## src/rtl/mux_arbiter.sv

```systemverilog
// Round-robin arbiter that drives a shared mux select, with an optional hold limit
// that forces rotation when other requesters are waiting.
module mux_arbiter #(
  parameter int INPUTS       = 4,
  parameter int INPUTS_WIDTH = 2,
  parameter int MAX_HOLD     = 8
) (
  input  logic                    clk,
  input  logic                    reset_n,
  input  logic [INPUTS-1:0]       req,
  output logic [INPUTS-1:0]       grant,
  output logic [INPUTS_WIDTH-1:0] select,
  output logic                    active
);

  typedef enum logic {IDLE = 1'b0, GRANT = 1'b1} state_t;

  localparam logic [7:0] HOLD_LAST = (MAX_HOLD == 0) ? 8'd0 : 8'(MAX_HOLD - 1);
  localparam logic [INPUTS_WIDTH-1:0] LAST_IDX = INPUTS_WIDTH'(INPUTS - 1);

  state_t                  state_q, state_d;
  logic [INPUTS-1:0]       grant_q, grant_d;
  logic [INPUTS_WIDTH-1:0] select_q, select_d;
  logic                    active_q, active_d;
  logic [7:0]              hold_q, hold_d;
  logic [INPUTS_WIDTH-1:0] ptr_q, ptr_d;

  logic [INPUTS-1:0]       cand;
  logic                    cur_req;
  logic                    win_found;
  logic [INPUTS_WIDTH-1:0] win_idx;
  logic                    new_grant;

  always_ff @(posedge clk or negedge reset_n) begin
    if (!reset_n) begin
      state_q  <= IDLE;
      grant_q  <= '0;
      select_q <= '0;
      active_q <= 1'b0;
      hold_q   <= '0;
      ptr_q    <= '0;
    end else begin
      state_q  <= state_d;
      grant_q  <= grant_d;
      select_q <= select_d;
      active_q <= active_d;
      hold_q   <= hold_d;
      ptr_q    <= ptr_d;
    end
  end

  // Masking the current owner makes the same scan serve idle, release and preemption.
  always_comb begin : arb
    logic [2*INPUTS-1:0] rot;
    int                  sum;
    cand      = req & ~grant_q;
    rot       = {cand, cand} >> ptr_q;
    win_found = 1'b0;
    win_idx   = '0;
    sum       = 0;
    for (int k = 0; k < INPUTS; k++) begin
      if (!win_found && rot[0]) begin
        win_found = 1'b1;
        sum       = int'(ptr_q) + k;
        if (sum >= INPUTS) sum -= INPUTS;
        win_idx   = INPUTS_WIDTH'(sum);
      end
      rot = rot >> 1;
    end
  end

  assign cur_req = |(req & grant_q);

  always_comb begin
    state_d   = state_q;
    grant_d   = grant_q;
    select_d  = select_q;
    active_d  = active_q;
    hold_d    = hold_q;
    ptr_d     = ptr_q;
    new_grant = 1'b0;
    case (state_q)
      IDLE: begin
        if (win_found) new_grant = 1'b1;
      end
      GRANT: begin
        if (!cur_req) begin
          if (win_found) begin
            new_grant = 1'b1;
          end else begin
            state_d  = IDLE;
            grant_d  = '0;
            active_d = 1'b0;
            hold_d   = '0;
          end
        end else if (MAX_HOLD != 0 && hold_q == HOLD_LAST && win_found) begin
          new_grant = 1'b1;
        end else if (hold_q != HOLD_LAST) begin
          hold_d = hold_q + 8'd1;
        end
      end
      default: state_d = IDLE;
    endcase
    // select is left untouched on the way to IDLE so the mux output stays put.
    if (new_grant) begin
      state_d  = GRANT;
      grant_d  = INPUTS'(1) << win_idx;
      select_d = win_idx;
      active_d = 1'b1;
      hold_d   = '0;
      ptr_d    = (win_idx == LAST_IDX) ? '0 : win_idx + 1'b1;
    end
  end

  always_comb begin
    grant  = grant_q;
    select = select_q;
    active = active_q;
  end

endmodule
```

## config.mk

```make
export PLATFORM = sky130hd
export DESIGN_NAME = mux_arbiter
export DESIGN_NICKNAME = d
export VERILOG_FILES = /design/src/rtl/mux_arbiter.sv
export SDC_FILE = /design/constraint.sdc
export NUM_CORES = 1
export LEC_CHECK = 0
export ABC_AREA = 1
export ABC_CLOCK_PERIOD_IN_PS = 5290
export CORE_AREA = 2 2 61 63
export CTS_BUF_LIST = sky130_fd_sc_hd__clkbuf_8
export CTS_CLUSTER_DIAMETER = 200
export DETAILED_ROUTE_END_ITERATION = 8
export DIE_AREA = 0 0 63 65
export SLEW_MARGIN = 15
export SYNTH_ARGS = -nofsm -noshare
export SYNTH_HDL_FRONTEND = slang
export SYNTH_SLANG_ARGS = --single-unit
```

## constraint.sdc

```tcl
create_clock -name clk -period 5.29 [get_ports clk]
set_input_delay 1.058 -clock clk [delete_from_list [all_inputs] [get_ports clk]]
set_output_delay 1.058 -clock clk [all_outputs]
set_load 0.01 [all_outputs]
```

# [Word-level counts from Yosys, hierarchy flattened]
# Cells that the tools add are included.
# W data, S select, Z words.
[classes] addsub=9 magnitude_cmp=4 eq_ne=8 n_shift=2 mux=34 bitwise=4 n_reduce_logical=11
[op_table] cell="$mux W8" count=6
[op_table] cell="$mux W2" count=9
[op_table] cell="$mux W4" count=4
[op_table] cell="$mux W1" count=14
[op_table] cell="$ge A3 B3 Y1 const B" count=3
[op_table] cell="$add A8 B1 Y8 const B" count=1
[op_table] cell="$and A4 B4 Y4" count=2
[op_table] cell="$eq A8 B3 Y1 const B" count=1
[op_table] cell="$ne A8 B3 Y1 const B" count=1
[op_table] cell="$shr A8 B2 Y4" count=1
[op_table] cell="$sub A2 B1 Y2 const B" count=4
[op_table] cell="$add A2 B2 Y3 const B" count=2
[op_table] cell="$logic_and A1 B1 Y1" count=4
[op_table] cell="$ne A2 B1 Y1 const B" count=2
[op_table] cell="$not A4 Y4" count=1
[op_table] cell="$reduce_and A4 Y1" count=1
[op_table] cell="$reduce_or A4 Y1" count=1
[op_table] cell="$shl A1 B2 Y4 const A" count=1
[op_table] cell="$add A2 B1 Y3 const B" count=1
[op_table] cell="$ge A2 B3 Y1 const B" count=1
[op_table] cell="$logic_not A1 Y1" count=3
[op_table] cell="$ne A3 B1 Y1 const B" count=1
[op_table] cell="$ne A3 B2 Y1 const B" count=1
[op_table] cell="$ne A3 B3 Y1 const B" count=1
[op_table] cell="other kinds (6)" count=6
[totals] reg_bits=18 in_bits=6 out_inout_bits=7 elab_cells=78

# [Logic depth before layout (Yosys ltp)]
# Gate-level depths: netlist of run 1.
[logic_depth] depth_word=19 mapped_depth=15 depth_no_buf=14

# [Worst setup path before layout of run 1]
# Ideal clock, no wire load.
[synth_path] kind="in2reg" from="in req[1]" to="reg ptr_q[1]" setup_ns=0.083 t_arrival_ns=2.302 required_ns=5.207 slack_ns=2.905 stages=10 path_buffers=0 path_cell_list="nand3_1 -> nand2_2 -> o21ai_4 -> nand2_1 -> nor2_1 -> nand3_1 -> nand3_1 -> inv_1 -> ha_1 -> o21ai_0"
[synth_between] elab_cells_between_ends=26 cone_classes="add/sub (1); eq/ne (1); shift (1); mux (13); bitwise (2); reduce/logical (8)"
[synth_lines] item="start, declared" line_no="10" rtl="input logic [INPUTS-1:0] req,"
[synth_lines] item="$and A4 B4 Y4 *" line_no="56" rtl="cand = req & ~grant_q;"
[synth_lines] item="$shr A8 B2 Y4 *" line_no="57" rtl="rot = {cand, cand} >> ptr_q;"
[synth_lines] item="$mux W1" line_no="62" rtl="if (!win_found && rot[0]) begin"
[synth_lines] item="$logic_not A1 Y1" line_no="62"
[synth_lines] item="$logic_and A1 B1 Y1" line_no="62"
[synth_lines] item="$mux W1" line_no="62"
[synth_lines] item="$logic_not A1 Y1" line_no="62"
[synth_lines] item="$logic_and A1 B1 Y1" line_no="62"
[synth_lines] item="$mux W1" line_no="62"
[synth_lines] item="$logic_not A1 Y1" line_no="62"
[synth_lines] item="$logic_and A1 B1 Y1" line_no="62"
[synth_lines] item="$mux W2 *" line_no="62"
[synth_lines] item="named net win_idx[1]" line_no="31" rtl="logic [INPUTS_WIDTH-1:0] win_idx;"
[synth_lines] item="$add A2 B1 Y2 or $eq A2 B2 Y1 (tied branches)" line_no="111" rtl="ptr_d = (win_idx == LAST_IDX) ? '0 : win_idx + 1'b1;"
[synth_lines] item="$mux W2 *" line_no="111"
[synth_lines] item="end signal, assigned" line_no="48" rtl="ptr_q <= ptr_d;"
[synth_lines] item="end, declared" line_no="26" rtl="logic [INPUTS_WIDTH-1:0] ptr_q, ptr_d;"
# Mark *: on every way through the listed nets, which the timed path passes. The rest lies on a longest branch.
# A chain may end at the register's enable or synchronous reset.

# [Worst setup path after layout of run 1]
[layout_path] from="in req[2]" to="reg hold_q[2]"
[layout_between] elab_chain_cells=18 elab_cells_between_ends=27 cone_classes="eq/ne (3); shift (1); mux (11); bitwise (2); reduce/logical (10)"
[layout_rtl] item="$and A4 B4 Y4" line_no="56"
[layout_rtl] item="$shr A8 B2 Y4" line_no="57"
[layout_rtl] item="$mux W1" line_no="62"
[layout_rtl] item="$logic_not A1 Y1" line_no="62"
[layout_rtl] item="$logic_and A1 B1 Y1" line_no="62"
[layout_rtl] item="$mux W1" line_no="62"
[layout_rtl] item="$logic_not A1 Y1" line_no="62"
[layout_rtl] item="$logic_and A1 B1 Y1" line_no="62"
[layout_rtl] item="(+2 left out)"
[layout_rtl] item="$logic_and A1 B1 Y1" line_no="62"
[layout_rtl] item="$mux W1" line_no="62"
[layout_rtl] item="$logic_and A1 B1 Y1" line_no="96" rtl="end else if (MAX_HOLD != 0 && hold_q == HOLD_LAST && win_found) begin"
[layout_rtl] item="$mux W1" line_no="96"
[layout_rtl] item="$mux W1" line_no="87" rtl="if (!cur_req) begin"
[layout_rtl] item="$pmux W1 S2" line_no="82" rtl="case (state_q)"
[layout_rtl] item="$ne A3 B1 Y1 (no source line) (tied with other cells)"
[layout_rtl] item="$reduce_and A4 Y1 (no source line)"
[layout_rtl] item="end signal, assigned" line_no="47" rtl="hold_q <= hold_d;"
[layout_rtl] item="end, declared" line_no="25" rtl="logic [7:0] hold_q, hold_d;"
# Several ways; a longest one is shown, not always the timed one. The select of a mux whose other input is x is not followed.

==> impl_metrics.xml, run 1 <==
<?xml version="1.0" encoding="UTF-8"?>
<metrics>
  <group name="layout">
    <metric name="antenna-diode-count" unit="">0</metric>
    <metric name="area_growth" unit="%">14.12</metric>
    <metric name="fin_util" unit="">0.4338</metric>
    <metric name="drive_gt1_frac" unit="">0.06566</metric>
    <metric name="layout_commonest_cell" unit="">sky130_fd_sc_hd__nand2_1</metric>
    <metric name="postLayoutCellArea" unit="µm²">1516</metric>
    <metric name="final_nets" unit="">211</metric>
    <metric name="layout.cells.most_common_list" unit="">sky130_fd_sc_hd__nand2_1 (63), sky130_fd_sc_hd__nand3_1 (37), sky130_fd_sc_hd__inv_1 (23)</metric>
  </group>
  <group name="setup_path">
    <metric name="crit_path_max_fanout" unit="">12</metric>
    <metric name="critical-path-top-cell-by-count" unit="">sky130_fd_sc_hd__nand2_1</metric>
    <metric name="reg2reg_from" unit="">ptr_q[0]$_DFFE_PN0P_</metric>
    <metric name="cp_cell_sequence" unit="">clkdlybuf4s50_1 -&gt; nand2_1 -&gt; nand4_1 -&gt; nand3_1 -&gt; nand2_2 -&gt; nand3_4 -&gt; nand2_8 -&gt; nand2_1 -&gt; nand2_1</metric>
    <metric name="critPathCaptureType" unit="">flop</metric>
    <metric name="reg2reg_slack" unit="ns">3.08</metric>
    <metric name="worst-setup-path-type" unit="">primary input to flop</metric>
    <metric name="timing.critical_path.arrival" unit="ns">3.14</metric>
    <metric name="timing.critical_path.from" unit="">req[2]</metric>
    <metric name="setup.worst_path.start_class" unit="">primary input</metric>
    <metric name="worst_ep_required_time" unit="ns">5.43</metric>
    <metric name="worst_r2r_endpoint" unit="">ptr_q[1]$_DFFE_PN0P_</metric>
    <metric name="slowest_stage" unit="">sky130_fd_sc_hd__nand3_1</metric>
    <metric name="timing.reg2reg.worst_path_depth" unit="">11</metric>
    <metric name="critical-path-max-stage-delay" unit="ns">0.48</metric>
  </group>
  <group name="clock_network">
    <metric name="tritoncts_clock_tree" unit="">done</metric>
    <metric name="cts_inserted_buffers" unit="">3</metric>
    <metric name="clk-insertion-delay-late" unit="ns">0.25</metric>
    <metric name="post-cts-setup-buffers" unit="">0</metric>
    <metric name="cts_num_sinks" unit="">18</metric>
    <metric name="clockBufferDepth" unit="">2</metric>
    <metric name="htree_num_levels" unit="">1</metric>
    <metric name="path_clk_slew" unit="ns">0.07</metric>
    <metric name="clock_root_cell" unit="">sky130_fd_sc_hd__clkbuf_8</metric>
    <metric name="postCtsHoldBufs" unit="">0</metric>
    <metric name="postCtsResizedCells" unit="">0</metric>
  </group>
  <group name="logic_synthesis">
    <metric name="post_synthesis_async_set_or_reset_flop_share" unit="">1.000</metric>
    <metric name="synth_largest_type_area_fraction" unit="">0.3390</metric>
    <metric name="synthesis.area" unit="µm²">1329</metric>
    <metric name="synth.distinct_cells" unit="">26</metric>
    <metric name="synth.yosys.seq_area_share" unit="">0.3390</metric>
    <metric name="synth_enable_flop_cells" unit="">0</metric>
    <metric name="count_of_warnings_emitted_by_yosys" unit="">0</metric>
    <metric name="synth-seq-cells" unit="">18</metric>
    <metric name="avgSynthCellArea" unit="µm²">7.106</metric>
    <metric name="yosys.area.top_type" unit="">sky130_fd_sc_hd__dfrtp_1</metric>
    <metric name="mappedNetlistNets" unit="">198</metric>
    <metric name="ys_dominant_reg_cell" unit="">sky130_fd_sc_hd__dfrtp_1</metric>
    <metric name="synth.top_cells.by_area" unit="">sky130_fd_sc_hd__dfrtp_1 (34%), sky130_fd_sc_hd__nand2_1 (18%), sky130_fd_sc_hd__nand3_1 (14%)</metric>
    <metric name="syn_inst" unit="">187</metric>
  </group>
  <group name="timing">
    <metric name="tightest_slew" unit="ns">0.8909</metric>
    <metric name="finalMaxSlewViolations" unit="">0</metric>
    <metric name="relSlewSlack" unit="">0.4042</metric>
    <metric name="totalNegativeSetupSlack" unit="ns">0</metric>
    <metric name="timing.final.hold_violations" unit="">0</metric>
    <metric name="fin_ws" unit="ns">2.296</metric>
    <metric name="fin_worst_skew" unit="ns">0.003190</metric>
    <metric name="setup_viol" unit="">0</metric>
    <metric name="layout_min_cycle_time" unit="ns">2.994</metric>
    <metric name="achievable-frequency" unit="GHz">0.3340</metric>
    <metric name="fin_hold_ws" unit="ns">0.4860</metric>
    <metric name="post-route-period-util" unit="">0.5660</metric>
    <metric name="unrepaired_setup_endpoints_after_global_routing" unit="">false</metric>
  </group>
  <group name="min_path">
    <metric name="timing.hold.worst_endpoint" unit="">active$_DFFE_PN0P_</metric>
    <metric name="hold_path.startpoint" unit="">active$_DFFE_PN0P_</metric>
    <metric name="min_delay_path_depth" unit="">2</metric>
    <metric name="min_path_type" unit="">flop to flop</metric>
  </group>
  <group name="routing">
    <metric name="detailedRoute.firstIterationViolations" unit="">85</metric>
    <metric name="post-route-drc-count" unit="">0</metric>
    <metric name="detail_route.first_pass.iterations" unit="">4</metric>
    <metric name="routed_wire_length_per_instance" unit="µm">11.86</metric>
    <metric name="met2_wirelength" unit="µm">1244</metric>
    <metric name="ant_nets" unit="">0</metric>
    <metric name="wl_met1" unit="µm">1432</metric>
    <metric name="vias_per_cell" unit="">4.915</metric>
    <metric name="met3_wirelength_from_detailed_routing" unit="µm">190</metric>
    <metric name="vias" unit="">1209</metric>
    <metric name="drt-total-wl" unit="µm">2918</metric>
    <metric name="highest-signal-layer" unit="">met4</metric>
  </group>
  <group name="power_and_ir_drop">
    <metric name="vdd.ir_drop.worst" unit="mV">0.3513</metric>
    <metric name="total_leakage_power" unit="nW">0.7340</metric>
    <metric name="pwr_density_cell" unit="nW/µm²">527.6</metric>
  </group>
  <group name="grt">
    <metric name="grt.total_usage" unit="">0.1594</metric>
    <metric name="first_global_vias" unit="">1102</metric>
    <metric name="grt_max_degree" unit="">19</metric>
    <metric name="grt_pass1_wl" unit="µm">5085</metric>
    <metric name="antenna_violations_before_repair" unit="">0</metric>
    <metric name="grt_remaining_overflow" unit="">0</metric>
  </group>
  <group name="outcome">
    <metric name="outcome" unit="">complete, no violations</metric>
  </group>
  <group name="floorplan">
    <metric name="coreArea" unit="µm²">3496</metric>
    <metric name="std_cell_rows" unit="">22</metric>
    <metric name="design.die.area" unit="µm²">4095</metric>
    <metric name="fp.dieW" unit="µm">63</metric>
    <metric name="start_util" unit="">0.3801</metric>
    <metric name="die-height" unit="µm">65</metric>
    <metric name="top_level_ports" unit="">13</metric>
  </group>
  <group name="run">
    <metric name="max-cap-violations" unit="">0</metric>
  </group>
  <group name="placement">
    <metric name="gp_routability_congestion" unit="">0.8200</metric>
    <metric name="port_buffers" unit="">12</metric>
    <metric name="pre_cts_slack" unit="ns">1.998</metric>
    <metric name="hpwl_after_detailed_placement" unit="µm">2259</metric>
    <metric name="placement.cell_area" unit="µm²">1475</metric>
  </group>
</metrics>
[worst max-delay path, delay by kind of cell]
family / cells / cell delay [ns]
AND/OR/NAND/NOR: 8 / 1.62
buffers and inverters: 1 / 0.45
[cell families after synthesis]
logic type,after synthesis,share of synthesized area
compound gates,14,0.06310
xor+xnor,1,0.006593
fa+ha+maj,5,0.04708
buf+inv,28,0.09510
flops,18,0.3390
simple gates,121,0.4492
[synth_stat cells (2+ instances only)]
| library cell | count |
|---|---|
| sky130_fd_sc_hd__a21oi_1 | 8 |
| sky130_fd_sc_hd__buf_6 | 2 |
| sky130_fd_sc_hd__dfrtp_1 | 18 |
| sky130_fd_sc_hd__ha_1 | 5 |
| sky130_fd_sc_hd__inv_1 | 23 |
| sky130_fd_sc_hd__nand2_1 | 63 |
| sky130_fd_sc_hd__nand2_2 | 2 |
| sky130_fd_sc_hd__nand3_1 | 37 |
| sky130_fd_sc_hd__nand3_2 | 2 |
| sky130_fd_sc_hd__nand4_1 | 6 |
| sky130_fd_sc_hd__nor2_1 | 3 |
| sky130_fd_sc_hd__o21ai_0 | 4 |
[metal layers]
metal / vias up / GRT usage
li1: 636 / -
met1: 537 / 0.2372
met2: 31 / 0.2327
met3: 5 / 0.01736
met4: 0 / 0.06667
met5: - / 0
[registers in the layout, summed over array words and instances, names as in the netlist]
name     flops
hold_q       8
active       1
state_q      1
select       2
ptr_q        2
grant        4
[cell type report]
cell class                 count  area, µm²
inverter                      24      92.59
timing repair buffer          12      120.1
clock buffer                   3      41.29
fill                         365       1979
tap                           48      60.06
multi-input combinational    141      752.0
sequential                    18      450.4
[report_power, final]
group          switching [W]   total, W  internal (W)  leakage, nW
logic               0.000306   0.000479      0.000173        0.479
clock network      0.0000451  0.0000957     0.0000506       0.0216
registers          0.0000467   0.000225      0.000179        0.233
total               0.000398   0.000800      0.000402        0.734
[worst max-delay path by stage]
| stage | endpoint | slack (ns) | depth (start not counted) |
|---|---|---|---|
| detailed placement | hold_q[0]$_DFFE_PN0P_ | 2.00 | 9 |
| global placement | hold_q[0]$_DFFE_PN0P_ | 2.04 | 9 |
| global route | hold_q[7]$_DFFE_PN0P_ | 2.05 | 9 |
| CTS | hold_q[0]$_DFFE_PN0P_ | 2.28 | 9 |
| finish | hold_q[2]$_DFFE_PN0P_ | 2.30 | 9 |
| floorplan | ptr_q[1]$_DFFE_PN0P_ | 2.90 | 10 |
[stage by stage]
| step | cells | power (W) |
|---|---|---|
| 2_1_floorplan | 187 | 0.0005854 |
| 3_3_place_gp | 243 | 0.0007069 |
| 3_5_place_dp | 243 | 0.0007074 |
| 4_1_cts | 246 | 0.0008056 |
| 5_1_grt | 246 | 0.0008935 |
| 6_report | 246 | 0.0008001 |
No activity file was read; power rests on OpenSTA's default activity.
==> run 2: changes to the inputs <==
--- a/config.mk
+++ b/config.mk
@@ -6,7 +6,7 @@
 export NUM_CORES = 1
 export LEC_CHECK = 0
 export ABC_AREA = 1
-export ABC_CLOCK_PERIOD_IN_PS = 5290
+export ABC_CLOCK_PERIOD_IN_PS = 2980
 export CORE_AREA = 2 2 61 63
 export CTS_BUF_LIST = sky130_fd_sc_hd__clkbuf_8
 export CTS_CLUSTER_DIAMETER = 200
==> constraint.sdc (replaced) <==
create_clock -name clk -period 2.98 [get_ports clk]
set_input_delay 0.596 -clock clk [delete_from_list [all_inputs] [get_ports clk]]
set_output_delay 0.596 -clock clk [all_outputs]
set_load 0.01 [all_outputs]
==> impl_metrics.xml, run 2 (synthesis gave the netlist of run 1 again) <==
<?xml version="1.0" encoding="UTF-8"?>
<metrics>
  <group name="grt">
    <metric name="grt.total_usage" unit="">0.1556</metric>
    <metric name="grt_remaining_overflow" unit="">0</metric>
    <metric name="grt_pass1_wl" unit="µm">5064</metric>
    <metric name="first_global_vias" unit="">1082</metric>
    <metric name="antenna_violations_before_repair" unit="">0</metric>
    <metric name="grt_max_degree" unit="">19</metric>
  </group>
  <group name="outcome">
    <metric name="outcome" unit="">complete, no violations</metric>
  </group>
  <group name="layout">
    <metric name="area_growth" unit="%">15.82</metric>
    <metric name="final_nets" unit="">214</metric>
    <metric name="layout_commonest_cell" unit="">sky130_fd_sc_hd__nand2_1</metric>
    <metric name="drive_gt1_frac" unit="">0.07960</metric>
    <metric name="antenna-diode-count" unit="">0</metric>
    <metric name="layout.cells.most_common_list" unit="">sky130_fd_sc_hd__nand2_1 (63), sky130_fd_sc_hd__nand3_1 (37), sky130_fd_sc_hd__inv_1 (23)</metric>
    <metric name="largest_reg_flops" unit="">8</metric>
    <metric name="most_flops_register" unit="">hold_q</metric>
  </group>
  <group name="routing">
    <metric name="highest-signal-layer" unit="">met4</metric>
    <metric name="post-route-drc-count" unit="">0</metric>
    <metric name="met3_wirelength_from_detailed_routing" unit="µm">73</metric>
    <metric name="detail_route.first_pass.iterations" unit="">4</metric>
    <metric name="drt-total-wl" unit="µm">2870</metric>
    <metric name="wl_met1" unit="µm">1548</metric>
    <metric name="vias_per_cell" unit="">4.795</metric>
    <metric name="ant_nets" unit="">0</metric>
    <metric name="routed_wire_length_per_instance" unit="µm">11.53</metric>
    <metric name="vias" unit="">1194</metric>
    <metric name="detailedRoute.firstIterationViolations" unit="">51</metric>
    <metric name="met2_wirelength" unit="µm">1229</metric>
  </group>
  <group name="power_and_ir_drop">
    <metric name="power_report.internal_total" unit="W">0.0007258</metric>
    <metric name="sw_frac_of_total" unit="">0.4886</metric>
    <metric name="portion_of_total_power_attributed_to_sequential_cells" unit="">0.282</metric>
    <metric name="pwr_density_cell" unit="nW/µm²">922.3</metric>
    <metric name="total_leakage_power" unit="nW">0.7484</metric>
    <metric name="pwr-share-comb" unit="">0.601</metric>
    <metric name="clock_power_share" unit="">0.117</metric>
    <metric name="vdd.ir_drop.worst" unit="mV">0.5934</metric>
    <metric name="netSwitchingPower" unit="W">0.0006936</metric>
  </group>
  <group name="run">
    <metric name="max-cap-violations" unit="">0</metric>
  </group>
  <group name="clock_network">
    <metric name="tritoncts_clock_tree" unit="">done</metric>
    <metric name="clk-insertion-delay-late" unit="ns">0.25</metric>
    <metric name="clockBufferDepth" unit="">2</metric>
    <metric name="path_clk_slew" unit="ns">0.06</metric>
    <metric name="cts_num_sinks" unit="">18</metric>
    <metric name="htree_num_levels" unit="">1</metric>
    <metric name="postCtsHoldBufs" unit="">0</metric>
    <metric name="post-cts-setup-buffers" unit="">0</metric>
    <metric name="cts_inserted_buffers" unit="">3</metric>
    <metric name="clock_root_cell" unit="">sky130_fd_sc_hd__clkbuf_8</metric>
    <metric name="postCtsResizedCells" unit="">0</metric>
  </group>
  <group name="setup_path">
    <metric name="worst-setup-path-type" unit="">primary input to flop</metric>
    <metric name="timing.critical_path.arrival" unit="ns">2.56</metric>
    <metric name="crit_path_max_fanout" unit="">4</metric>
    <metric name="setup.worst_path.start_class" unit="">primary input</metric>
    <metric name="critPathCaptureType" unit="">flop</metric>
    <metric name="timing.critical_path.from" unit="">req[2]</metric>
    <metric name="worst_ep_required_time" unit="ns">3.15</metric>
    <metric name="reg2reg_from" unit="">ptr_q[1]$_DFFE_PN0P_</metric>
  </group>
  <group name="floorplan">
    <metric name="std_cell_rows" unit="">22</metric>
    <metric name="coreArea" unit="µm²">3496</metric>
    <metric name="die-height" unit="µm">65</metric>
    <metric name="fp.dieW" unit="µm">63</metric>
    <metric name="start_util" unit="">0.3801</metric>
    <metric name="top_level_ports" unit="">13</metric>
    <metric name="design.die.area" unit="µm²">4095</metric>
  </group>
  <group name="timing">
    <metric name="unrepaired_setup_endpoints_after_global_routing" unit="">false</metric>
    <metric name="finalMaxSlewViolations" unit="">0</metric>
    <metric name="layout_min_cycle_time" unit="ns">2.395</metric>
    <metric name="timing.final.hold_violations" unit="">0</metric>
    <metric name="relSlewSlack" unit="">0.6544</metric>
    <metric name="post-route-period-util" unit="">0.8036</metric>
    <metric name="setup_viol" unit="">0</metric>
    <metric name="achievable-frequency" unit="GHz">0.4176</metric>
    <metric name="tightest_slew" unit="ns">0.5184</metric>
    <metric name="totalNegativeSetupSlack" unit="ns">0</metric>
    <metric name="fin_hold_ws" unit="ns">0.4884</metric>
    <metric name="fin_worst_skew" unit="ns">0.005744</metric>
  </group>
  <group name="min_path">
    <metric name="min_path_type" unit="">flop to flop</metric>
    <metric name="hold_path.startpoint" unit="">active$_DFFE_PN0P_</metric>
  </group>
  <group name="placement">
    <metric name="gp_routability_congestion" unit="">0.8143</metric>
    <metric name="hpwl_after_detailed_placement" unit="µm">2199</metric>
    <metric name="port_buffers" unit="">12</metric>
  </group>
</metrics>
==> run 2: cell types whose count changed in the layout (fill, tap and decap cells not counted), sizes merged <==
cell  change
buf       +3
==> run 2: power by group through the flow <==
| stage | clock [W] | sequential, W | combinational (W) |
|---|---|---|---|
| 3_3_place_gp | 0 | 0.000407 | 0.000853 |
| 3_5_place_dp | 0 | 0.000403 | 0.000859 |
| 4_1_cts | 0.000173 | 0.000400 | 0.000865 |
| 2_1_floorplan | 0 | 0.000374 | 0.000665 |
| 6_report | 0.000167 | 0.000400 | 0.000853 |
| 5_1_grt | 0.000186 | 0.000411 | 0.000979 |
==> run 2: per-layer routing <==
layer,vias up,GRT usage
met5,-,0
met4,0,0.04167
met3,2,0.02604
met2,17,0.2221
met1,534,0.2391
li1,641,-
==> run 2: layout make-up <==
class | instances | area [µm²]
Fill cell | 376 | 1957
Timing Repair Buffer | 15 | 142.6
Tap cell | 48 | 60.06
Clock buffer | 3 | 41.29
Multi-Input combinational cell | 141 | 752.0
Inverter | 24 | 92.59
Sequential cell | 18 | 450.4
==> run 2: stage by stage <==
stage                     power, W  cell area [µm²]  utilization  std cells  worst slack, ns
final                     0.001419             1539       0.4402        249           0.5854
after global placement    0.001260             1498       0.4284        246           0.3782
after global routing      0.001576             1539       0.4402        249           0.3748
after CTS                 0.001437             1539       0.4402        249           0.5631
after floorplan           0.001039             1329            -        187            1.057
after detailed placement  0.001262             1498       0.4284        246           0.3057
==> run 2: final timing paths <==
path / cells past startpoint / end / slack [ns]
min in group asynchronous: 2 / state_q$_DFF_PN0_ / 0.68
max in group asynchronous: 2 / select[1]$_DFFE_PN0P_ / 2.10
max: 12 / ptr_q[1]$_DFFE_PN0P_ / 0.59
min reg2reg: 2 / active$_DFFE_PN0P_ / 0.49
max reg2reg: 11 / ptr_q[1]$_DFFE_PN0P_ / 0.83
min: 2 / active$_DFFE_PN0P_ / 0.49
==> run 2: worst max-delay path: stages <==
cell                              delay, ns
sky130_fd_sc_hd__clkdlybuf4s50_1       0.52
sky130_fd_sc_hd__nand3_1               0.11
sky130_fd_sc_hd__nand3_1               0.11
sky130_fd_sc_hd__nand2_1               0.14
sky130_fd_sc_hd__inv_1                 0.10
sky130_fd_sc_hd__nand2_1               0.07
sky130_fd_sc_hd__o21ai_0               0.17
sky130_fd_sc_hd__inv_1                 0.06
sky130_fd_sc_hd__nand3_1               0.16
sky130_fd_sc_hd__inv_1                 0.10
sky130_fd_sc_hd__ha_1                  0.29
sky130_fd_sc_hd__o21ai_0               0.15
